### config.mk
export PLATFORM = sky130hd
export DESIGN_NAME = video_mode_sequencer
export DESIGN_NICKNAME = d
export VERILOG_FILES = /design/src/rtl/video_timing_pkg.sv /design/src/rtl/video_frame_end_detect.sv /design/src/rtl/video_mode_sequencer.sv
export SDC_FILE = /design/constraint.sdc
export NUM_CORES = 1
export LEC_CHECK = 0
export ABC_AREA = 1
export CAP_MARGIN = 20
export CORE_MARGIN = 2
export CORE_UTILIZATION = 57
export DETAILED_ROUTE_END_ITERATION = 16
export GPL_ROUTABILITY_DRIVEN = 0
export PLACE_DENSITY = 0.94
export SYNTH_ARGS = -nofsm -noshare
export SYNTH_HDL_FRONTEND = slang
export SYNTH_SLANG_ARGS = --single-unit
### constraint.sdc
create_clock -name clk -period 4.6 [get_ports clk]
set_input_delay 0.46 -clock clk [delete_from_list [all_inputs] [get_ports clk]]
set_output_delay 0.46 -clock clk [all_outputs]
set_load 0.01 [all_outputs]
### src/rtl/video_timing_pkg.sv
// Shared video timing constants for the sync generator and the mode sequencer.
// The frame-end coordinates live here only, so both blocks always agree.
package video_timing_pkg;

  localparam logic [1:0] MODE_48K  = 2'b00;
  localparam logic [1:0] MODE_128K = 2'b01;
  localparam logic [1:0] MODE_PENT = 2'b10;

  localparam logic [8:0] END_H_48K  = 9'd447;
  localparam logic [8:0] END_V_48K  = 9'd311;
  localparam logic [8:0] END_H_128K = 9'd455;
  localparam logic [8:0] END_V_128K = 9'd310;
  localparam logic [8:0] END_H_PENT = 9'd447;
  localparam logic [8:0] END_V_PENT = 9'd319;

  typedef logic [1:0] state_t;

  localparam state_t ST_IDLE       = 2'd0;
  localparam state_t ST_WAIT_FRAME = 2'd1;
  localparam state_t ST_APPLY      = 2'd2;
  localparam state_t ST_SETTLE     = 2'd3;

  // Encoding 11 has no timing of its own; it behaves as Pentagon everywhere.
  function automatic logic [1:0] norm_mode(input logic [1:0] m);
    return (m == 2'b11) ? MODE_PENT : m;
  endfunction

endpackage

### src/rtl/video_frame_end_detect.sv
// Flags the last pixel of a frame for the mode currently in effect.
module video_frame_end_detect
  import video_timing_pkg::*;
(
  input  logic [1:0] cur_mode,
  input  logic [8:0] hcnt,
  input  logic [8:0] vcnt,
  output logic       frame_end
);

  // Compare the generator position against the end coordinates of cur_mode.
  always_comb begin
    frame_end = 1'b0;
    case (cur_mode)
      MODE_128K:       frame_end = (hcnt == END_H_128K) && (vcnt == END_V_128K);
      MODE_PENT, 2'b11: frame_end = (hcnt == END_H_PENT) && (vcnt == END_V_PENT);
      default:         frame_end = (hcnt == END_H_48K) && (vcnt == END_V_48K);
    endcase
  end

endmodule

### src/rtl/video_mode_sequencer.sv
// Defers video mode requests to a frame boundary, strobes the generator with
// the new mode, then keeps video muted for a few frames while the monitor relocks.
//
//   state       | meaning
//   ------------+---------------------------------------------------------
//   IDLE        | no change in progress, outputs quiet
//   WAIT_FRAME  | change pending, waiting for frame end or timeout
//   APPLY       | one cycle: mode_changed strobe, new mode driven
//   SETTLE      | video muted, counting frames of the new mode
module video_mode_sequencer
  import video_timing_pkg::*;
#(
  parameter int unsigned SETTLE_FRAMES = 2,
  parameter int unsigned WAIT_TIMEOUT  = 262143
) (
  input  logic       clk,
  input  logic       rst,
  input  logic       req_valid,
  input  logic [1:0] req_mode,
  input  logic [8:0] hcnt,
  input  logic [8:0] vcnt,
  output logic       mode_changed,
  output logic [1:0] mode,
  output logic       busy,
  output logic       video_mute,
  output logic [1:0] cur_mode
);

  localparam logic [3:0]  SETTLE_LOAD = 4'(SETTLE_FRAMES);
  localparam logic [17:0] WAIT_LAST   = 18'(WAIT_TIMEOUT - 1);

  state_t      state;
  state_t      nxt;
  logic [1:0]  pending;
  logic [1:0]  pend_nxt;
  logic [1:0]  req_norm;
  logic [3:0]  settle_cnt;
  logic [17:0] wait_cnt;
  logic        frame_end;
  logic        timeout;

  video_frame_end_detect u_frame_end (
    .cur_mode  (cur_mode),
    .hcnt      (hcnt),
    .vcnt      (vcnt),
    .frame_end (frame_end)
  );

  // The strobe is a decode of the state register; it is held off while rst is
  // asserted so the re-sync pulse lands in the first cycle after release.
  assign mode_changed = (state == ST_APPLY) && !rst;

  // Next-state decode; a new request always replaces the pending one.
  always_comb begin
    req_norm = norm_mode(req_mode);
    pend_nxt = req_valid ? req_norm : pending;
    timeout  = (wait_cnt >= WAIT_LAST);
    nxt      = state;
    case (state)
      ST_IDLE: begin
        if (req_valid && (req_norm != cur_mode)) nxt = ST_WAIT_FRAME;
      end
      ST_WAIT_FRAME: begin
        if (req_valid && (req_norm == cur_mode)) nxt = ST_IDLE;
        else if (frame_end || timeout)           nxt = ST_APPLY;
      end
      ST_APPLY: nxt = ST_SETTLE;
      ST_SETTLE: begin
        if (frame_end && (settle_cnt <= 4'd1))
          nxt = (pend_nxt != cur_mode) ? ST_WAIT_FRAME : ST_IDLE;
      end
      default: nxt = ST_IDLE;
    endcase
  end

  // State, counters and registered outputs.
  always_ff @(posedge clk) begin
    if (rst) begin
      state      <= ST_APPLY;
      pending    <= MODE_48K;
      mode       <= MODE_48K;
      cur_mode   <= MODE_48K;
      busy       <= 1'b1;
      video_mute <= 1'b1;
      settle_cnt <= 4'd0;
      wait_cnt   <= 18'd0;
    end else begin
      state   <= nxt;
      pending <= pend_nxt;
      busy    <= (nxt != ST_IDLE);

      if ((state == ST_WAIT_FRAME) && (nxt == ST_WAIT_FRAME))
        wait_cnt <= (wait_cnt == '1) ? wait_cnt : wait_cnt + 18'd1;
      else
        wait_cnt <= 18'd0;

      // mode only moves on entry to APPLY, so the generator sees it stable otherwise.
      if (nxt == ST_APPLY) begin
        mode       <= pend_nxt;
        video_mute <= 1'b1;
      end

      if (state == ST_APPLY) begin
        cur_mode   <= mode;
        settle_cnt <= SETTLE_LOAD;
      end else if ((state == ST_SETTLE) && frame_end) begin
        settle_cnt <= settle_cnt - 4'd1;
        if (settle_cnt <= 4'd1) video_mute <= 1'b0;
      end
    end
  end

endmodule

==> metrics.md <==
| Metric | Value |
|---|---|
| Final Cycle Share | 48.07% |
| Comb power frac | 14.3% |
| Mapped cell area | 0.001906 mm^2 |
| Die width | 61.82 um |
| Avg Cell Area, Syn | 6.460 um^2 |
| Maximum fanout along the worst path | 6 |
| Switching share of power | 26.30% |
| Cell taking the most area after synthesis | dfxtp_1 |
| Crit path largest cell delay | 0.56 ns |
| Final Hold Vio Count | 0 |
| Clock power share | 31.7% |
| Top_reg_cell synth | dfxtp_1 |
| IO buf count | 29 |
| Ratio of cells with drive above 1 in the final layout | 7.273% |
| Asr flop ratio synth | 0% |
| Final Power | 529.1 uW |
| Maximum vdd drop | 0.1780 mV |
| Routed wire length | 4211 um |
| CP required | 4.14 ns |
| Placed insts | 366 |
| Antenna Cells | 0 |
| Detailed Route Iter0 Violations | 71 |
| YS warnings | 0 |
| Max-slew violation count | 0 |
| Clock root buffer | clkbuf_4 |
| Switch Pwr | 139.2 uW |
| Pleak | 0.0009185 uW |
| Clock transition at path regs | 0.09 ns |
| Post-Syn Nets | 322 |
| Die area | 0.003822 mm^2 |
| Top-count cell post-synth | nand2_1 |
| Vias in the first global route | 1685 |
| Postcts setup bufs | 0 |
| Hold crit path type | flip-flop to flip-flop |
| First-pass GRT wire length | 6893 um |
| Outcome | finished, final reports clean |
| Global route overflow | 0 |
| DR pass1 iterations | 5 |
| Worst-margin pin slew | 0.4418 ns |
| CTS buffer count | 5 |
| Worst setup SP type | input pin |
| Std-Cell Rows | 20 |
| Pin count of the biggest net entering global routing | 19 |
| Critical path's slowest cell | clkdlybuf4s50_1 |
| Final hold slack | 0.4993 ns |
| Reg power frac | 54.0% |
| CP Cell Sequence | clkdlybuf4s50_1, nor2_1, clkdlybuf4s50_1 |
| CTS max path bufs | 2 |
| Seq/Total Area, Yosys | 33.62% |
| Initial core utilization | 60.92% |
| Hpwl dp | 3250 um |
| Worst Path Arrival | 1.75 ns |
| Hold_buf cts | 0 |
| CP Capture Type | primary output |
| EDFF count, synth | 0 |
| P per Cell Area | 230.7 mW/mm^2 |
| F_max | 452.2 MHz |
| Core Region | 0.003128 mm^2 |
| RSZ-0062 raised after global routing | no |
| Final-report setup violation count | 0 |
| Synth cell types | 27 |
| Clock Sinks | 32 |
| Critical path class | input pin to primary output |
| Antenna violations before repair | 0 |
| Via density | 5.072 |
| Post-CTS Resized | 0 |
| Syn Inst Count | 295 |
| Setup TNS | 0 ns |
| Routed Antenna Nets | 0 |
| Post-layout min period | 2.211 ns |
| GR Util All Layers | 24.37% |
| DR vias | 1897 |
| Layout area overhead | 20.35% |
| Clock H-tree levels | 2 |
| CTS tree | built |
| Internal power | 390.0 uW |
| Non-filler cells, final | 374 |
| Fill cells | 243 |
| Most instantiated cells after synthesis | 76 x nand2_1, 43 x inv_1, 41 x nor2_1 |
| Slew headroom | 70.32% |
| CP dominant cell by count | clkdlybuf4s50_1 |
| Clock skew | 0.01292 ns |
| Maxcap violations | 0 |
| # IOs | 30 |
| Skew-Pair Late Insertion Delay | 0.34 ns |
| Yosys top cell area share | 33.62% |
| Top cells by area, synth | dfxtp_1 34%, nand2_1 15%, inv_1 8.5% |
| Wire per inst | 11.26 um |
| Final nets | 356 |
| DRC | 0 |
| Synth Register Bits | 32 |
| Die H | 61.82 um |
final cells by class:
type | instances | area (um^2) | share of cell area [%]
Multi-Input combinational cell | 214 | 1070 | 46.65
Sequential cell | 32 | 640.6 | 27.93
Timing Repair Buffer | 29 | 290.3 | 12.66
Inverter | 47 | 176.4 | 7.692
Tap cell | 44 | 55.05 | 2.400
Clock buffer | 6 | 51.30 | 2.237
Clock inverter | 2 | 10.01 | 0.4364
final timing paths:
check / depth (start not counted) / to / slack, ns / from
worst min register to register: 2 / wait_cnt[9]$_SDFFE_PP0P_ / 0.50 / wait_cnt[9]$_SDFFE_PP0P_
worst min-delay path: 2 / wait_cnt[9]$_SDFFE_PP0P_ / 0.50 / wait_cnt[9]$_SDFFE_PP0P_
worst max register to register: 9 / wait_cnt[8]$_SDFFE_PP0P_ / 2.78 / wait_cnt[1]$_SDFFE_PP0P_
worst max-delay path: 3 / mode_changed / 2.39 / rst
cells in the final DEF (no fill, tap or decap):
| cell | instances |
|---|---|
| clkbuf_4 | 5 |
| a21oi_1 | 17 |
| nor2_4 | 2 |
| nand3b_1 | 3 |
| inv_2 | 3 |
| nand3_2 | 2 |
| inv_1 | 43 |
| and3_1 | 1 |
| o21ai_0 | 9 |
| nand4_4 | 1 |
| nor2_1 | 41 |
| clkbuf_8 | 1 |
| o21ai_1 | 1 |
| or2_2 | 3 |
| nand4_1 | 9 |
| a31oi_1 | 2 |
| nor2_2 | 1 |
| clkdlybuf4s50_1 | 29 |
| clkinv_2 | 2 |
| nor3_1 | 7 |
| xnor2_1 | 5 |
| nand2_2 | 4 |
| dfxtp_1 | 32 |
| nand3_1 | 19 |
| xor2_1 | 6 |
| nor3b_1 | 1 |
| clkinv_1 | 1 |
| nand2_1 | 76 |
| ha_1 | 4 |
power by group through the flow:
stage / registers (uW) / clock network (uW) / logic, uW
after floorplan: 292 / 0 / 40.2
after global placement: 292 / 0 / 72.2
after detailed placement: 292 / 0 / 74.4
after CTS: 286 / 168 / 75.1
after global routing: 287 / 180 / 84.2
final: 286 / 167 / 75.9
per-stage QoR:
| step | setup slack, ns | utilization, % | cell area, um^2 |
|---|---|---|---|
| floorplan | 2.986 | - | 1906 |
| global placement | 2.415 | 71.36 | 2232 |
| detailed placement | 2.407 | 71.36 | 2232 |
| CTS | 2.406 | 73.32 | 2293 |
| global route | 2.307 | 73.32 | 2293 |
| finish | 2.389 | 73.32 | 2293 |
worst max-delay path, delay by kind of cell:
kind / cells / cell delay, ns
buf+inv: 2 / 1.07
simple gates: 1 / 0.21
state kept, by name, summed over array words and instances (netlist names):
register,flops
wait_cnt,18
busy,1
mode,2
video_mute,1
pending,2
cur_mode,2
settle_cnt,4
state,2
layer usage:
| layer | up-vias | wire length (um) | GRT usage [%] |
|---|---|---|---|
| met5 | - | 0 | 0 |
| met4 | 0 | 49 | 9.119 |
| met3 | 7 | 284 | 5.797 |
| met2 | 54 | 1942 | 39.55 |
| met1 | 839 | 1935 | 31.54 |
| li1 | 997 | - | - |
cells by family after synthesis:
| family | Yosys count | share of synthesized area (%) |
|---|---|---|
| AND/OR/NAND/NOR | 170 | 40.71 |
| buffers and inverters | 49 | 10.24 |
| flip-flops | 32 | 33.62 |
| AO/OA/AOI/OAI | 29 | 7.747 |
| XOR/XNOR | 11 | 5.056 |
| adder cells (fa/ha/maj) | 4 | 2.627 |
Power figures use the tool's default switching activity.
